==> config.mk <==
export PLATFORM = sky130hd
export DESIGN_NAME = id_ex_stage_buf
export DESIGN_NICKNAME = d
export VERILOG_FILES = /design/src/rtl/id_ex_stage_buf.sv
export SDC_FILE = /design/constraint.sdc
export NUM_CORES = 1
export LEC_CHECK = 0
export ABC_CLOCK_PERIOD_IN_PS = 13800
export CORE_MARGIN = 1
export CORE_UTILIZATION = 45
export CTS_CLUSTER_DIAMETER = 100
export DETAILED_ROUTE_END_ITERATION = 6
export PLACE_DENSITY_LB_ADDON = 0.2
export SETUP_SLACK_MARGIN = 0.02
export SYNTH_ARGS = -nofsm -noshare
export SYNTH_HDL_FRONTEND = slang
export SYNTH_SLANG_ARGS = --single-unit
export TNS_END_PERCENT = 1
==> constraint.sdc <==
create_clock -name clk -period 13.8 [get_ports clk]
set_clock_uncertainty 0.15 [all_clocks]
set_input_delay 3.45 -clock clk [delete_from_list [all_inputs] [get_ports clk]]
set_output_delay 3.45 -clock clk [all_outputs]
set_load 0.01 [all_outputs]
==> src/rtl/id_ex_stage_buf.sv <==
// ID/EX pipeline stage: 2-entry skid buffer with valid/ready handshake, flush,
// NOP control word on bubbles, and saturating stall/bubble counters.
module id_ex_stage_buf #(
  parameter int unsigned DATA_W     = 32,
  parameter int unsigned REG_ADDR_W = 5,
  parameter int unsigned CTRL_W     = 11,
  parameter logic [CTRL_W-1:0] NOP_CTRL = '0,
  parameter int unsigned CNT_W      = 16,
  localparam int unsigned PAY_W     = 5*DATA_W + 3*REG_ADDR_W
) (
  input  logic              clk,
  input  logic              reset,
  input  logic              in_valid,
  output logic              in_ready,
  input  logic [PAY_W-1:0]  in_payload,
  input  logic [CTRL_W-1:0] in_ctrl,
  output logic              out_valid,
  input  logic              out_ready,
  output logic [PAY_W-1:0]  out_payload,
  output logic [CTRL_W-1:0] out_ctrl,
  input  logic              flush,
  input  logic              clr_counters,
  output logic [CNT_W-1:0]  stall_count,
  output logic [CNT_W-1:0]  bubble_count
);

  typedef enum logic [1:0] {EMPTY, FULL, SKID} state_t;

  state_t            state, state_n;
  logic [PAY_W-1:0]  main_payload, skid_payload;
  logic [CTRL_W-1:0] main_ctrl, skid_ctrl;
  logic              accept, consume;
  logic              load_in, load_from_skid, load_skid, go_empty;

  assign in_ready    = (state != SKID) & ~reset;
  assign out_valid   = (state != EMPTY);
  assign out_payload = main_payload;
  assign out_ctrl    = main_ctrl;
  assign accept      = in_valid & in_ready;
  assign consume     = out_valid & out_ready;

  always_comb begin
    state_n        = state;
    load_in        = 1'b0;
    load_from_skid = 1'b0;
    load_skid      = 1'b0;
    go_empty       = 1'b0;
    if (flush) begin
      state_n  = EMPTY;
      go_empty = 1'b1;
    end else begin
      unique case (state)
        EMPTY: if (accept) begin
          state_n = FULL;
          load_in = 1'b1;
        end
        FULL: begin
          if (accept && consume) begin
            load_in = 1'b1;
          end else if (accept) begin
            state_n   = SKID;
            load_skid = 1'b1;
          end else if (consume) begin
            state_n  = EMPTY;
            go_empty = 1'b1;
          end
        end
        SKID: if (consume) begin
          state_n        = FULL;
          load_from_skid = 1'b1;
        end
        default: begin
          state_n  = EMPTY;
          go_empty = 1'b1;
        end
      endcase
    end
  end

  always_ff @(posedge clk or posedge reset) begin
    if (reset) begin
      state        <= EMPTY;
      main_payload <= '0;
      main_ctrl    <= NOP_CTRL;
      skid_payload <= '0;
      skid_ctrl    <= '0;
    end else begin
      state <= state_n;
      if (load_in) begin
        main_payload <= in_payload;
        main_ctrl    <= in_ctrl;
      end else if (load_from_skid) begin
        main_payload <= skid_payload;
        main_ctrl    <= skid_ctrl;
      end else if (go_empty) begin
        // payload is left as-is on bubbles; only the control word is neutralised
        main_ctrl <= NOP_CTRL;
      end
      if (flush) begin
        skid_payload <= '0;
        skid_ctrl    <= '0;
      end else if (load_skid) begin
        skid_payload <= in_payload;
        skid_ctrl    <= in_ctrl;
      end
    end
  end

  always_ff @(posedge clk or posedge reset) begin
    if (reset) begin
      stall_count  <= '0;
      bubble_count <= '0;
    end else if (clr_counters) begin
      stall_count  <= '0;
      bubble_count <= '0;
    end else begin
      if (out_valid && !out_ready && stall_count != '1)
        stall_count <= stall_count + CNT_W'(1);
      if (!out_valid && bubble_count != '1)
        bubble_count <= bubble_count + CNT_W'(1);
    end
  end

endmodule
Word-level counts from Yosys, hierarchy flattened:

Cells that the tools add are included.

* add/subtract/negate cells: 2
* equal/unequal tests: 9
* mux-type cells: 34
* bitwise logic cells: 4
* reductions and logical operators: 15

Operator list (number)
* 175-bit 2-to-1 mux: 4
* 16-bit 2-to-1 mux: 4
* 11-bit 2-to-1 mux: 5
* 16-bit by 1-bit adder with 16-bit output, second input constant: 2
* 16-bit inequality test, second input constant: 2
* 1-bit 2-to-1 mux: 12
* 2-bit 2-to-1 mux: 6
* 2-bit nonzero test: 5
* 3-bit inequality test, second input constant: 3
* 2-bit one-hot mux with 3 select lines: 1
* 1-bit logical AND: 4
* 4-bit inequality test, second input constant: 1
* 1-bit one-hot mux with 2 select lines: 2
* 4-bit AND reduction: 1
* 1-bit bitwise AND: 3
* 3-bit nonzero test: 1
* 2-bit by 1-bit equality test with 1-bit output, second input constant: 1
* 2-bit equality test, second input constant: 1
* 1-bit zero test: 2
* 2-bit zero test: 1
* 2-bit inequality test, second input constant: 1
* 2-bit OR reduction: 1
* 1-bit NOT: 1

* flip-flop bits (word level): 406
* input bits: 192

Logic depth before layout (Yosys ltp):

* depth after elaboration: 10
* mapped depth: 9
* mapped depth without buffers: 5

Worst setup path after synthesis:

Ideal clock, no wire load.

* kind: input port to output port
* start: input port reset
* end: output port in_ready
* data arrival time: 3619 ps
* data required time: 10200 ps
* path slack: 6581 ps
* cell stages on the path: 1
* cells stage by stage: nor2_1

* cells in the longest elaborated chain, start to end: 2

Ends and longest elaborated chain
* start: declaration: RTL line 12 `input logic reset,`
* 1-bit NOT: RTL line 35 `assign in_ready = (state != SKID) & ~reset;`
* 1-bit bitwise AND: RTL line 35
* end: declaration: RTL line 14 `output logic in_ready,`

No other way between the ends.

Final worst setup path:

Ends and elaborated chain as after synthesis.

==> metrics.log <==
INFO  metric drcViolationCount = 0
INFO  metric post_synth_cell_types = 54
INFO  metric p_total = 3.08 mW
INFO  metric die_height = 199 um
INFO  metric setup_viol_count_final = 0
INFO  metric placedCellCount = 2544
INFO  metric cp_max_fo = 4
INFO  metric final_core_occ = 61.3%
INFO  metric core_region_area = 0.0380 mm^2
INFO  metric cts_root_buf = sky130_fd_sc_hd__clkbuf_16
INFO  metric dpl_cell_area = 0.0218 mm^2
INFO  metric slew_of_the_pin_with_the_lowest_slew_margin = 1.18 ns
INFO  metric cts_resized = 0
INFO  metric timing.fmax = 121 MHz
INFO  metric floorplan.die_area = 0.0398 mm^2
INFO  metric most-common-layout-cells = 470 x sky130_fd_sc_hd__nand2_1, 410 x sky130_fd_sc_hd__clkdlybuf4s50_1, 406 x sky130_fd_sc_hd__dfrtp_1
INFO  metric drv.max_cap_violation_count = 0
INFO  metric startpoint_type_of_the_worst_setup_path = input port
INFO  metric layoutNonFillerInstCount = 2624
INFO  metric viasPerCell = 5.48
INFO  metric synth_edf_count = 0
INFO  metric initial_utilization = 46.1%
INFO  metric io_pins = 412
INFO  metric timing.critical_path.mode_cell = sky130_fd_sc_hd__clkdlybuf4s50_1
INFO  metric period_needed = 8.28 ns
INFO  metric tritoncts_buffer_count = 44
INFO  metric worst_ep_required_time = 10.20 ns
INFO  metric drt_first_iter_violations = 811
INFO  metric hold_viol_final = 0
INFO  metric power.leakage = 10.0 nW
INFO  metric via_count = 14400
INFO  metric post_syn_nets = 1929
INFO  metric grt_antenna_before_repair = 7
INFO  metric synth-simple-area-share = 13.6%
INFO  metric power.ir.vdd_worst = 0.0964 mV
INFO  metric dr.pass1.iters = 5
INFO  metric yosys_warnings = 0
INFO  metric drt_wl_total = 49.8 mm
INFO  metric first_global_vias = 14100
INFO  metric ff_latch_area = 0.0102 mm^2
INFO  metric run_status = complete, no violations
INFO  metric worstRegToRegCells = 6
INFO  metric pre_cts_ws = 5.51 ns
INFO  metric slowest_delay = 0.55 ns
INFO  metric p_per_area = 132 mW/mm^2
INFO  metric die_width = 199 um
INFO  metric yosys_most_used_dff = sky130_fd_sc_hd__dfrtp_1
INFO  metric clock_insertion_delay_worst_skew = 0.56 ns
INFO  metric tritoncts_num_sinks = 406
INFO  metric routability_congestion_estimate = 0.804
INFO  metric gr-total-overflow = 0
INFO  metric post_synth_inst_count = 1735
INFO  metric cts_tree = done
INFO  metric post_synth_xor_area_fraction = 0%
INFO  metric global_route_wire_length_before_repair = 77.4 mm
INFO  metric crit_path_end_kind = primary output
INFO  metric maxSlewHeadroom = 21.4%
INFO  metric post-route-cell-area = 0.0233 mm^2
INFO  metric dominant_combinational_cell_family_by_area_after_synthesis = compound AO/OA/AOI/OAI gates
INFO  metric flip_flop_and_latch_count_after_synthesis = 406
INFO  metric fill_cells = 3218
INFO  metric buffer_ports.inserted = 411
INFO  metric min-delay-path-class = reg -> reg
INFO  metric synthMuxAreaShare = 5.10%
INFO  metric crit_slowest_cell = sky130_fd_sc_hd__clkdlybuf4s50_1
INFO  metric layout_setup_ws = 5.52 ns
INFO  metric timing_worst_setup_path_type = in -> out
INFO  metric ys_async_sr_fraction = 100%
INFO  metric tns = 0 ns
INFO  metric unrepaired_setup_endpoints_after_global_routing = no
INFO  metric number_of_hold_buffers_added_after_cts = 0
INFO  metric path_clk_slew = 0.06 ns
INFO  metric area_delta_synth_final = 32.8%
INFO  metric grt_start_max_net_pins = 175
INFO  metric final.period_utilization = 60.0%
INFO  metric placement_rows = 71
INFO  metric whs = 0.322 ns
INFO  metric multi_input_area = 0.00668 mm^2
INFO  metric final_net_count = 2273
INFO  metric syn_area = 0.0175 mm^2
INFO  metric post_synth.cell_area_avg = 10.1 um^2
INFO  metric compound_gate_fraction_of_synth_area = 19.1%
INFO  metric post_drt_wl_per_cell = 19.0 um
INFO  metric worst_hold_path.num_cells = 1
INFO  metric drive_gt1_share = 5.17%
INFO  metric cts_max_level = 2
INFO  metric post_cts.repair.setup_buffers = 0
INFO  metric synth_seq_area_share = 57.9%
INFO  metric drv_slew = 0
INFO  metric clock_tree.buffer_depth = 3
INFO  metric place.detailed.hpwl = 30.6 mm
INFO  metric mostFrequentLayoutCell = sky130_fd_sc_hd__nand2_1
INFO  metric synth_adder_area_share = 0.143%
INFO  metric globalRouteTotalUtil = 24.7%
INFO  metric crit_path_cell_trace = clkdlybuf4s50_1, nor2_1, clkdlybuf4s50_1
INFO  metric critical_path_arrival = 4.68 ns
INFO  metric final_antenna_net_count = 0
[final timing paths]
check	start	end	slack (ns)
setup / recovery	reset	in_ready	5.52
hold / removal	out_payload[85]	out_payload[85]	0.32
setup reg to reg	state[1]	out_payload[13]	10.27
hold reg to reg	out_payload[85]	out_payload[85]	0.32
max in group asynchronous	reset	out_payload[73]	7.87
min in group asynchronous	reset	out_payload[27]	3.27
[worst max-delay path: cells and delay by family]
kind                   cells  cell delay (ns)
buffers and inverters      2             1.06
AND/OR/NAND/NOR            1             0.16
[power by group]
part / internal (mW) / switching, mW / total (mW)
registers: 1.30 / 0.0666 / 1.36
clock network: 0.717 / 0.470 / 1.19
logic: 0.293 / 0.239 / 0.533
total: 2.31 / 0.776 / 3.08
[Yosys cell counts, drive strengths merged, types with 3 or more instances]
cell / instances / area [um^2]
o41ai: 3 / 26.3
o31ai: 8 / 60.1
mux2i: 86 / 861
o21ai: 87 / 435
nand3: 10 / 50.1
a22o: 93 / 815
buf: 72 / 424
a21oi: 208 / 1040
and3: 10 / 62.6
dfrtp: 406 / 10200
or4: 8 / 60.1
and2: 4 / 25.0
nand2: 471 / 1770
nor2b: 5 / 41.3
a21o: 93 / 698
nor3: 6 / 30.0
nor4: 7 / 86.3
mux2: 3 / 33.8
a211oi: 3 / 22.5
or2: 3 / 18.8
and4: 5 / 43.8
a222oi: 11 / 110
inv: 21 / 78.8
nor2: 15 / 56.3
clkbuf: 61 / 229
nand4: 8 / 56.3
or3: 4 / 25.0
[cell families after synthesis]
family / count (synthesis)
simple gates: 562
compound gates: 522
flops: 406
buf+inv: 154
mux: 89
fa+ha+maj: 2
[area by class of cell]
type	instances	area share [%]
clock inverter	12	0.709
sequential	406	43.6
inverter	21	0.354
tap	511	2.74
timing repair buffer	431	18.4
antenna	5	0.0537
multi-input combinational	1175	28.7
clock buffer	63	5.51
[per-layer routing]
layer	wire (um)	vias up	track usage, %
li1	-	6701	-
met1	20400	7132	32.2
met2	23500	447	38.7
met3	4320	89	7.58
met4	1460	2	9.41
met5	12	-	0
[sequential cells by signal, summed over array words and instances (netlist names)]
name,cells
stall_count,16
skid_payload,175
state,2
skid_ctrl,11
out_ctrl,11
bubble_count,16
out_payload,175
Note: power is estimated with default switching activity, not from simulation.
